## config.mk

```make
export PLATFORM = sky130hd
export DESIGN_NAME = tlb_miss_walker
export DESIGN_NICKNAME = d
export VERILOG_FILES = /design/src/rtl/tlb_miss_walker.sv
export SDC_FILE = /design/constraint.sdc
export NUM_CORES = 1
export LEC_CHECK = 0
export ABC_AREA = 1
export CORE_AREA = 2 2 103 115
export CTS_CLUSTER_DIAMETER = 100
export DETAILED_ROUTE_END_ITERATION = 7
export DIE_AREA = 0 0 105 117
export GPL_TIMING_DRIVEN = 0
export PLACE_DENSITY = 0.89
export SKIP_CTS_REPAIR_TIMING = 1
export SLEW_MARGIN = 10
export SYNTH_ARGS = -nofsm -noshare
export SYNTH_HDL_FRONTEND = slang
export SYNTH_SLANG_ARGS = --single-unit
export TNS_END_PERCENT = 30
```

## constraint.sdc

```tcl
create_clock -name clk -period 6.4 [get_ports clk]
set_input_delay 1.6 -clock clk [delete_from_list [all_inputs] [get_ports clk]]
set_output_delay 1.6 -clock clk [all_outputs]
set_load 0.05 [all_outputs]
```

## src/rtl/tlb_miss_walker.sv

```systemverilog
// tlb_miss_walker
//
// Two-level hardware page-table walker that services TLB misses for one core.
// A miss is accepted in IDLE only. The walker reads the page-directory entry,
// then the leaf page-table entry, over a single-outstanding memory read port.
// It then issues one TLB update command, or reports a fault. A flush
// (abort_en) abandons the walk. Any request already accepted by memory still
// has its response absorbed before the walker returns to IDLE.
//
// PTE format: [ADDR_WIDTH-1:PAGE_BITS] physical page, bit0 present,
//             bit1 exe/writable, bit2 supervisor, bit3 global.
//
// Ports
//   clk, reset                 clock, synchronous active-high reset
//   miss_valid/miss_ready      miss handshake (ready only in IDLE)
//   miss_vpage_idx, miss_asid  missing virtual page index and address space
//   page_dir_base              page-directory physical base, sampled on accept
//   abort_en                   flush: abandon the walk, no TLB update
//   mem_req_valid/ready/addr   PTE read request (word-aligned address)
//   mem_resp_valid/data        PTE read response, one per accepted request
//   update_en + update_*       one-cycle TLB update command and its fields
//   walk_done, walk_fault      one-cycle completion pulse, fault qualifier

module tlb_miss_walker #(
  parameter int ADDR_WIDTH     = 32,
  parameter int PAGE_BITS      = 12,
  parameter int DIR_INDEX_BITS = 10,
  parameter int ASID_WIDTH     = 8
) (
  input  logic                            clk,
  input  logic                            reset,
  input  logic                            miss_valid,
  output logic                            miss_ready,
  input  logic [ADDR_WIDTH-PAGE_BITS-1:0] miss_vpage_idx,
  input  logic [ASID_WIDTH-1:0]           miss_asid,
  input  logic [ADDR_WIDTH-1:0]           page_dir_base,
  input  logic                            abort_en,
  output logic                            mem_req_valid,
  input  logic                            mem_req_ready,
  output logic [ADDR_WIDTH-1:0]           mem_req_addr,
  input  logic                            mem_resp_valid,
  input  logic [ADDR_WIDTH-1:0]           mem_resp_data,
  output logic                            update_en,
  output logic [ADDR_WIDTH-PAGE_BITS-1:0] update_vpage_idx,
  output logic [ASID_WIDTH-1:0]           update_asid,
  output logic [ADDR_WIDTH-PAGE_BITS-1:0] update_ppage_idx,
  output logic                            update_present,
  output logic                            update_exe_writable,
  output logic                            update_supervisor,
  output logic                            update_global,
  output logic                            walk_done,
  output logic                            walk_fault
);

  localparam int VPN_W    = ADDR_WIDTH - PAGE_BITS;
  localparam int TBL_BITS = VPN_W - DIR_INDEX_BITS;

  typedef enum logic [2:0] {
    IDLE, DIR_REQ, DIR_WAIT, TBL_REQ, TBL_WAIT, UPDATE, FAULT, DRAIN
  } state_t;

  state_t state;

  // Control registers (reset)
  logic req_valid_q;
  logic upd_q;
  logic done_q;
  logic fault_q;

  // Walk context and PTE data (not reset; only observed through gated outputs)
  logic [VPN_W-1:0]      vpage_q;
  logic [ASID_WIDTH-1:0] asid_q;
  logic [ADDR_WIDTH-1:0] addr_q;
  logic [VPN_W-1:0]      ppage_q;
  logic [3:0]            flags_q;

  logic [ADDR_WIDTH-1:0] dir_off;
  logic [ADDR_WIDTH-1:0] tbl_addr;
  logic                  unused_pte_bits;

  // Directory entry offset: upper page-index bits scaled to a word address.
  // The base add wraps modulo 2^ADDR_WIDTH.
  assign dir_off  = ADDR_WIDTH'({miss_vpage_idx[VPN_W-1 -: DIR_INDEX_BITS], 2'b00});
  assign tbl_addr = {mem_resp_data[ADDR_WIDTH-1:PAGE_BITS], vpage_q[TBL_BITS-1:0], 2'b00};
  assign unused_pte_bits = ^mem_resp_data[PAGE_BITS-1:4];

  // Walk sequencer
  always_ff @(posedge clk) begin
    if (reset) begin
      state       <= IDLE;
      req_valid_q <= 1'b0;
      upd_q       <= 1'b0;
      done_q      <= 1'b0;
      fault_q     <= 1'b0;
    end else begin
      upd_q   <= 1'b0;
      done_q  <= 1'b0;
      fault_q <= 1'b0;
      case (state)
        IDLE: begin
          if (miss_valid) begin
            vpage_q     <= miss_vpage_idx;
            asid_q      <= miss_asid;
            addr_q      <= page_dir_base + dir_off;
            req_valid_q <= 1'b1;
            state       <= DIR_REQ;
          end
        end
        DIR_REQ, TBL_REQ: begin
          if (abort_en) begin
            req_valid_q <= 1'b0;
            // A request that handshakes in the abort cycle still owes a response.
            if (mem_req_ready) begin
              state <= DRAIN;
            end else begin
              done_q <= 1'b1;
              state  <= FAULT;
            end
          end else if (mem_req_ready) begin
            req_valid_q <= 1'b0;
            state       <= (state == DIR_REQ) ? DIR_WAIT : TBL_WAIT;
          end
        end
        DIR_WAIT: begin
          if (abort_en) begin
            if (mem_resp_valid) begin
              done_q <= 1'b1;
              state  <= FAULT;
            end else begin
              state <= DRAIN;
            end
          end else if (mem_resp_valid) begin
            if (!mem_resp_data[0]) begin
              done_q  <= 1'b1;
              fault_q <= 1'b1;
              state   <= FAULT;
            end else begin
              addr_q      <= tbl_addr;
              req_valid_q <= 1'b1;
              state       <= TBL_REQ;
            end
          end
        end
        TBL_WAIT: begin
          if (abort_en) begin
            if (mem_resp_valid) begin
              done_q <= 1'b1;
              state  <= FAULT;
            end else begin
              state <= DRAIN;
            end
          end else if (mem_resp_valid) begin
            if (!mem_resp_data[0]) begin
              done_q  <= 1'b1;
              fault_q <= 1'b1;
              state   <= FAULT;
            end else begin
              ppage_q <= mem_resp_data[ADDR_WIDTH-1:PAGE_BITS];
              flags_q <= mem_resp_data[3:0];
              upd_q   <= 1'b1;
              done_q  <= 1'b1;
              state   <= UPDATE;
            end
          end
        end
        // FAULT is the one-cycle terminal state for every walk that ends
        // without a fill; fault_q tells a real fault from an abort.
        UPDATE, FAULT: state <= IDLE;
        DRAIN: begin
          if (mem_resp_valid) begin
            done_q <= 1'b1;
            state  <= FAULT;
          end
        end
        default: state <= IDLE;
      endcase
    end
  end

  assign miss_ready    = (state == IDLE);
  assign mem_req_valid = req_valid_q;
  assign mem_req_addr  = req_valid_q ? addr_q : '0;

  // An abort arriving in the UPDATE/FAULT cycle itself cancels the fill or
  // fault indication; walk_done still pulses.
  assign update_en  = upd_q & ~abort_en;
  assign walk_fault = fault_q & ~abort_en;
  assign walk_done  = done_q;

  assign update_vpage_idx    = update_en ? vpage_q    : '0;
  assign update_asid         = update_en ? asid_q     : '0;
  assign update_ppage_idx    = update_en ? ppage_q    : '0;
  assign update_present      = update_en & flags_q[0];
  assign update_exe_writable = update_en & flags_q[1];
  assign update_supervisor   = update_en & flags_q[2];
  assign update_global       = update_en & flags_q[3];

  a_resp_in_wait: assert property (@(posedge clk) disable iff (reset)
    mem_resp_valid |-> (state == DIR_WAIT || state == TBL_WAIT || state == DRAIN));

  a_update_xor_fault: assert property (@(posedge clk) disable iff (reset)
    !(update_en && walk_fault));

endmodule

```

==> out/results.ini <==
[status]
outcome = completed

[timing]
skew_ps = 9.98
drv_slew = 0
timing.hold.ws_ps = 560
finalSetupTns_ps = 0
timing.fmax_ghz = 0.193
min_period_ps = 5190
maxSlewHeadroom = 0.623
worstMarginPinSlew_ps = 566
grt_setup_unrepaired = no
finalSetupViolCount = 0
final_hold_viol_count = 0
min_period_over_period = 0.810

[routing]
wl_met2_um = 7840
wire_per_inst_um = 14.4
num_vias = 4990
viasPerCell = 4.81
antenna_left = 0
drt_wl_total_um = 15000
top_layer = met4
first_pass_iters = 5
wl_met3_um = 800
drtIter0Drc = 321
wl_met1_um = 6030
drc = 0

[power_and_ir_drop]
p_leak_nw = 3.57
power_mw = 2.38
power.density_mw_per_mm2 = 312
peakVddDrop_uv = 200

[synth]
syn-num-nets = 799
synth_top_family_by_area = simple AND/OR/NAND/NOR gates
synth_compound_gate_area_share = 0.0355
synth_cell_types = 36
async_flop_share = 0
synth_common_cells = nand2_1 (215), inv_1 (147), edfxtp_1 (83)
syn-instance-count = 690
avgSynthCellArea_um2 = 7.67
yosys_warnings = 0
synth-simple-area-share = 0.303
yosysTopAreaCellShare = 0.471
synth_top_area_cell = edfxtp_1
synth.most_common_cell = nand2_1
synth_xor_area_frac = 0.0116
synth_area_leaders = edfxtp_1 (47%), nand2_1 (15%), inv_1 (10%)
synth_area_mm2 = 0.00529
synth_adder_area_share = 0.0274
synth_ff_type = edfxtp_1
synth_enable_flop_cells = 83
synth-seq-area-share = 0.497
ys_seq_elements = 90
synth_mux_area_frac = 0

[final_layout]
nFillCells = 894
nets = 992
stdcell_area_mm2 = 0.00762
final_cells = 1038
antenna_cells = 0
syn2layout_area_growth_pct = 43.9
multiInputGateArea_mm2 = 0.00201
seqCellArea_mm2 = 0.00263
drive_gt1_frac = 0.0574

[placed_design]
dp_hpwl_um = 11800
io_buffer_count = 177
placedInstanceArea_mm2 = 0.00733
place_congestion = 0.907
dp.cells = 1022

[critical_path]
cp_cell_sequence = buf_2 -> inv_1 -> nand2_1 -> clkbuf_1 -> inv_1 -> buf_4 -> clkdlybuf4s50_1
start_kind = input pin
crit_path_frequent_cell = inv_1
worst_setup_path_end_kind = primary output
cp.required_ps = 4800
crit_path_max_fanout = 10
arrival_ps = 3590
path_class = in -> out
cpPeakStageDelay_ps = 690
crit_slowest_cell = clkdlybuf4s50_1

[grt]
grt_first_pass_wirelength_um = 23200
grt_usage = 0.245
antenna_found_initial = 0
grt_max_degree = 23
grt_pass1_vias = 4715
grt_overflow_total = 0

[clock_network]
cts_made_buffers = 9
cts_root_buf = clkbuf_16
cts.path.max_buffers = 2
tritoncts = yes
clock_latency_ps = 350
cts-htree-levels = 3
cts.sinks = 90
clk_pin_slew_ps = 70

[job]
drv_cap = 0

[die]
io_pins = 187
die_area_mm2 = 0.0123
die_x_um = 105
fp.dieH_um = 117
row_count = 41
core_mm2 = 0.0112
start_util = 0.473

[min_path]
min_path_type = reg -> reg

-- kinds of logic (layout without fill, tap and decap cells) --
group,count (synthesis),in the layout
and+or+nand+nor,381,381
xor gates and xnor gates,7,7
DFF,90,90
buffers and inverters,168,366
adders and majority gates,11,11
AOI/OAI and AO/OA,33,33
-- final timing paths --
path                  from              to  slack (ps)  cells after the start
hold / removal    state[0]   mem_req_valid         560                      1
setup / recovery  abort_en  update_present        1210                      7
hold reg to reg   state[0]   mem_req_valid         560                      1
setup reg to reg  state[2]      addr_q[28]        4430                      8
-- per-stage QoR --
stage | setup slack, ps | util
detailed placement | 1210 | 0.656
global placement | 968 | 0.649
finish | 1210 | 0.681
global route | 1090 | 0.681
floorplan | 1940 | -
CTS | 1200 | 0.681
-- cells in the final DEF, fill, tap and decap left out, types with 3 or more instances in the layout --
cell type        instances
nand2_1                215
clkdlybuf4s50_1        177
inv_1                  147
edfxtp_1                83
nor2_1                  78
nand3_1                 50
o21ai_0                 15
clkbuf_1                11
ha_1                    10
a21oi_1                  9
clkbuf_16                9
xnor2_1                  7
dfxtp_1                  7
nand4_1                  5
nor2_2                   5
nor3_1                   5
buf_4                    5
nand3b_1                 4
buf_6                    4
nor3_2                   4
buf_2                    3
or2_2                    3
o21ai_1                  3
inv_6                    3
-- cell type report --
cell class,instances,area share
timing repair buffer,182,0.241
clock buffer,9,0.0296
inverter,149,0.0734
clock inverter,7,0.00772
multi-input combinational,432,0.264
tap,150,0.0246
sequential,90,0.346
buffer,19,0.0138
-- critical path, delay by kind of cell --
family        cells  cell delay [ps]
buf+inv           6             1670
simple gates      1              320
-- sequential cells by signal (all words and copies together), names as in the netlist --
register and cells:
state 3, walk_done 1, ppage_q 20, upd_q 1
fault_q 1, vpage_q 20, mem_req_valid 1, asid_q 8
addr_q 32, flags_q 3
-- routing by layer --
metal,up-vias,track usage
met3,25,0.0460
li1,2514,-
met2,173,0.469
met5,-,0
met1,2278,0.280
met4,0,0.0729
-- power breakdown --
group,internal (mW),switching (mW),leakage (nW)
clock,0.270,0.245,0.139
sequential,0.788,0.0386,0.820
combinational,0.346,0.690,2.61
total,1.40,0.974,3.57
No activity file was read; power rests on OpenSTA's default activity.
